==> config.mk <==
export PLATFORM = sky130hd
export DESIGN_NAME = multi_sel_rx
export DESIGN_NICKNAME = d
export VERILOG_FILES = /design/src/rtl/multi_sel_rx.sv
export SDC_FILE = /design/constraint.sdc
export NUM_CORES = 1
export LEC_CHECK = 0
export ABC_AREA = 1
export BUFFER_PORTS_ARGS = -buffer_cell sky130_fd_sc_hd__buf_4
export CAP_MARGIN = 5
export CORE_ASPECT_RATIO = 0.8
export CORE_MARGIN = 4
export CORE_UTILIZATION = 24
export DETAILED_ROUTE_END_ITERATION = 7
export GPL_ROUTABILITY_DRIVEN = 0
export REMOVE_ABC_BUFFERS = 1
export SYNTH_ARGS = -nofsm -noshare
export SYNTH_HDL_FRONTEND = slang
export SYNTH_SLANG_ARGS = --single-unit
==> constraint.sdc <==
create_clock -name clk -period 3.5 [get_ports clk]
set_clock_uncertainty 0.1 [all_clocks]
set_input_delay 0.35 -clock clk [delete_from_list [all_inputs] [get_ports clk]]
set_output_delay 0.35 -clock clk [all_outputs]
set_load 0.02 [all_outputs]
==> src/rtl/multi_sel_rx.sv <==
// multi_sel_rx: receive end of the multi_sel shift-add multiplier stream.
// Each 4-word frame carries d, 3d, 7d, 8d with input_grant marking the d word.
// The block aligns to grant, checks every word of the frame and returns d with
// a d_valid pulse, an err pulse and a locked indicator.
//
// Optional feature: define MULTI_SEL_RX_CNT_EN to add the saturating 8-bit
// err_cnt output. Without it the port and its counter are absent.
//
// state | meaning
// ------+------------------------------------------------------------------
// HUNT  | no alignment; waiting for a grant word with clean upper bits
// TRACK | aligned; phase 0..3 selects which word of the frame is expected
module multi_sel_rx #(
   parameter int DATA_W      = 8,
   parameter int LOCK_FRAMES = 2
) (
   input  logic              clk,
   input  logic              rst,
   input  logic              input_grant,
   input  logic [DATA_W+2:0] in_data,
   output logic [DATA_W-1:0] d_out,
   output logic              d_valid,
   output logic              err,
   output logic              locked
`ifdef MULTI_SEL_RX_CNT_EN
   ,
   output logic [7:0]        err_cnt
`endif
);

   localparam int CW = $clog2(LOCK_FRAMES + 1);

   typedef enum logic {HUNT, TRACK} state_t;

   state_t            state;
   logic [1:0]        phase;
   logic [DATA_W-1:0] cand;
   logic [CW-1:0]     good_cnt;

   logic [DATA_W+2:0] e1, e2, e3, exp_word;
   logic              upper_ok;
   logic              word_ok;
   logic              err_now;
   logic [CW-1:0]     good_nxt;

   // Expected multiples of the captured operand, built by shift-add at full width
   assign e1 = {2'b00, cand, 1'b0} + {3'b000, cand};
   assign e2 = {cand, 3'b000} - {3'b000, cand};
   assign e3 = {cand, 3'b000};

   assign upper_ok = (in_data[DATA_W+2:DATA_W] == 3'b000);
   assign good_nxt = (good_cnt == CW'(LOCK_FRAMES)) ? good_cnt : good_cnt + CW'(1);

   // Select the expected word for the current phase and decide whether this word errs
   always_comb begin
      exp_word = '0;
      case (phase)
         2'd1:    exp_word = e1;
         2'd2:    exp_word = e2;
         2'd3:    exp_word = e3;
         default: exp_word = '0;
      endcase
      word_ok = (in_data == exp_word);
      err_now = 1'b0;
      if (input_grant) begin
         // A grant inside a frame is a framing error even when the restart word is clean
         err_now = !upper_ok || (state == TRACK && phase != 2'd0);
      end else if (state == TRACK) begin
         err_now = (phase == 2'd0) || !word_ok;
      end
   end

   // Alignment FSM with registered outputs
   always_ff @(posedge clk or negedge rst) begin
      if (!rst) begin
         state    <= HUNT;
         phase    <= 2'd0;
         cand     <= '0;
         good_cnt <= '0;
         d_out    <= '0;
         d_valid  <= 1'b0;
         err      <= 1'b0;
         locked   <= 1'b0;
      end else begin
         d_valid <= 1'b0;
         err     <= err_now;
         if (err_now) begin
            good_cnt <= '0;
            locked   <= 1'b0;
         end
         case (state)
            HUNT: begin
               if (input_grant) begin
                  cand <= in_data[DATA_W-1:0];
                  if (upper_ok) begin
                     state <= TRACK;
                     phase <= 2'd1;
                  end
               end
            end
            TRACK: begin
               if (input_grant) begin
                  // Restart the frame on this word, as a HUNT capture would
                  cand <= in_data[DATA_W-1:0];
                  if (upper_ok) begin
                     phase <= 2'd1;
                  end else begin
                     state <= HUNT;
                     phase <= 2'd0;
                  end
               end else if (phase == 2'd0 || !word_ok) begin
                  state <= HUNT;
                  phase <= 2'd0;
               end else if (phase == 2'd3) begin
                  d_out    <= cand;
                  d_valid  <= 1'b1;
                  good_cnt <= good_nxt;
                  locked   <= (good_nxt == CW'(LOCK_FRAMES));
                  phase    <= 2'd0;
               end else begin
                  phase <= phase + 2'd1;
               end
            end
            default: begin
               state <= HUNT;
               phase <= 2'd0;
            end
         endcase
      end
   end

`ifdef MULTI_SEL_RX_CNT_EN
   // Saturating count of err pulses, cleared only by reset
   always_ff @(posedge clk or negedge rst) begin
      if (!rst) begin
         err_cnt <= 8'h00;
      end else if (err_now && err_cnt != 8'hFF) begin
         err_cnt <= err_cnt + 8'h01;
      end
   end
`endif

endmodule
==> impl_metrics.tcl <==
set metrics [dict create \
    outcome "finished, final reports clean" \
    synth-seq-cells 24 \
    relSlewSlack_pct 63.1 \
    io_pins 25 \
    yosysUniqueCellTypes 28 \
    period_share_pct 82.9 \
    worst_pin_slew_ns 0.554 \
    syn2layout_area_growth_pct 16.9 \
    path_max_fanout 8 \
    die_h_um 95.1 \
    drt_iter0_markers 147 \
    drc 0 \
    required_ns 3.56 \
    path_clk_slew_ns 0.07 \
    cts_setup_buffers 0 \
    finalPower_uw 1010 \
    core_um2 9150 \
    antenna_found_initial 0 \
    first_pass_iters 5 \
    crit_slowest_cell "dfrtp_1" \
    wire_per_inst_um 13.3 \
    clkLatencyLatePin_ns 0.27 \
    grt_use_total_pct 12.4 \
    cts_buffers 3 \
    dieArea_um2 11100 \
    ctsLongestPathBuffers 2 \
    wl_mm 6.46 \
    io_buffers 24 \
    p_leak_uw 0.00141 \
    via_per_inst 4.68 \
    drive_above_1_share_pct 11.4 \
    diodes 0 \
    die_w_um 117 \
    hold_class "in -> reg" \
    maxCapViolCount 0 \
    netlist_area_um2 2270 \
    grt_remaining_overflow 0 \
    final_hold_viol_count 0 \
    start_util_pct 24.8 \
    power_density_nw_per_um2 379 \
    ys_seq_area_share_pct 26.4 \
    critPathMaxStageDelay_ns 0.46 \
    final_cell_mix "nand2_1, inv_1, nand3_1" \
    final_antenna_net_count 0 \
    path_cells "ha_1 -> inv_1 -> fa_1 -> inv_1 -> nand3_1 -> nand2_1 -> nand2_1 -> nand2_1 -> nand2_1 -> nand3_1 -> nand3_1 -> nand2_1 -> nand2_1 -> nand2_1 -> nand2_1 -> nor2_4 -> nand4_2 -> nand2_1 -> o21ai_1" \
    cp_data_arrival_time_ns 2.96 \
    synthCells 348 \
    grt_start_max_net_pins 25 \
    yosys_warnings 0 \
    critPathCaptureType "flip-flop" \
    fin_crit_ns 2.90 \
    setup_viol 0 \
    critPathKind "reg -> reg" \
    vias 2272 \
    report.final.slew_viol_count 0 \
    cts_max_level 1 \
    cpMostUsedCell "nand2_1" \
    rsz0062_at_grt "false" \
    worstSetupStartpointType "flip-flop" \
    cts_root_buf "clkbuf_16" \
    vdd_ir_drop_max_v 0.000196 \
    row_count 31 \
    cts.repair.resized 0 \
    tns_ns 0 \
    cts_sinks 24 \
    timing.fmax_ghz 0.344 \
    grt_pass1_vias 2125 \
    nNetsFinal 408 \
    hpwl_mm 5.08 \
    layout_commonest_cell "nand2_1" \
    grt_pass1_wl_mm 10.8 \
    cts_tree "yes" \
    syn-mean-instance-area_um2 6.54 \
]
-- kinds of logic (layout without fill, tap and decap cells) --
family	Yosys count	after routing	synth area share, %
buf+inv	60	82	11.1
flops	24	24	26.4
fa+ha+maj	23	23	13.0
simple gates	209	209	41.5
compound gates	32	32	8.03
-- worst max-delay path: cells and delay by family (launching register included) --
family	cells	cell delay, ns
AOI/OAI and AO/OA	1	0.07
adders and majority gates	2	0.62
buffers and inverters	2	0.15
DFF	1	0.46
and+or+nand+nor	14	1.38
-- cells in the mapped netlist --
cell type,n,area share (%)
nor2_4,3,1.5
o21ai_0,12,2.6
nor3_1,3,0.66
inv_2,3,0.50
nand3_1,49,11
nor2_1,14,2.3
fa_1,1,0.88
ha_1,22,12
nand4_1,4,1.1
o21bai_2,1,0.50
nand2_2,1,0.28
dfrtp_1,24,26
inv_1,50,8.3
nand4_2,1,0.55
a21oi_1,7,1.5
nand3_2,1,0.44
clkbuf_1,2,0.33
buf_4,1,0.33
a21oi_2,1,0.39
o21ai_1,7,1.5
nand2_1,124,20
nand3b_1,8,2.6
o21ai_2,2,0.77
o21bai_1,1,0.33
a21boi_0,1,0.33
buf_6,3,1.5
buf_2,1,0.22
nand3_4,1,0.77
-- final cells by class --
cell class | count | area, um^2
clock inverters | 1 | 30.0
multi-input cells | 264 | 1420
well taps | 115 | 144
repair buffers | 25 | 190
fillers | 1015 | 6490
clock buffers | 3 | 75.1
inverters | 53 | 199
flip-flops and latches | 24 | 601
-- routing by layer --
| metal | GRT usage (%) | part of all wire, % | up-vias |
|---|---|---|---|
| li1 | - | - | 1160 |
| met1 | 19.5 | 53 | 1020 |
| met2 | 17.3 | 39 | 88 |
| met3 | 2.47 | 7.6 | 4 |
| met4 | 2.01 | 0.43 | 0 |
| met5 | 0 | 0 | - |
-- state kept, by name, summed over array words and instances (netlist names) --
signal    flops
state         1
good_cnt      2
locked        1
d_out         8
err           1
phase         2
cand          8
d_valid       1
-- worst paths after layout --
check / from / to / slack, ns / cells past startpoint
setup / recovery: cand[1] / d_out[5] / 0.60 / 19
hold / removal: in_data[6] / cand[6] / 0.21 / 3
setup reg to reg: cand[1] / d_out[5] / 0.60 / 19
hold reg to reg: d_out[6] / d_out[6] / 0.40 / 2
max in group asynchronous: rst / phase[1] / 2.60 / 2
min in group asynchronous: rst / cand[6] / 0.43 / 2
-- report_power, final --
group / total [uW] / internal [uW] / switching (uW)
logic: 355 / 125 / 230
registers: 309 / 289 / 20.2
clock network: 343 / 228 / 115
-- stage by stage --
step | instances | instance area (um^2) | setup WS (ns) | utilization (%) | hold slack (ns)
after global placement | 480 | 2540 | 0.710 | 27.8 | 0.175
final | 485 | 2660 | 0.597 | 29.1 | 0.214
after detailed placement | 480 | 2540 | 0.626 | 27.8 | 0.185
after global routing | 485 | 2660 | 0.236 | 29.1 | 0.227
after floorplan | 341 | 2220 | 1.05 | - | -0.0456
after CTS | 485 | 2660 | 0.599 | 29.1 | 0.216
-- what timing repair did --
action	CTS	global route
hold buffers	1	0
endpoints found under the setup margin	0	0
hold endpoints to repair	24	0
Power figures use the tool's default switching activity.
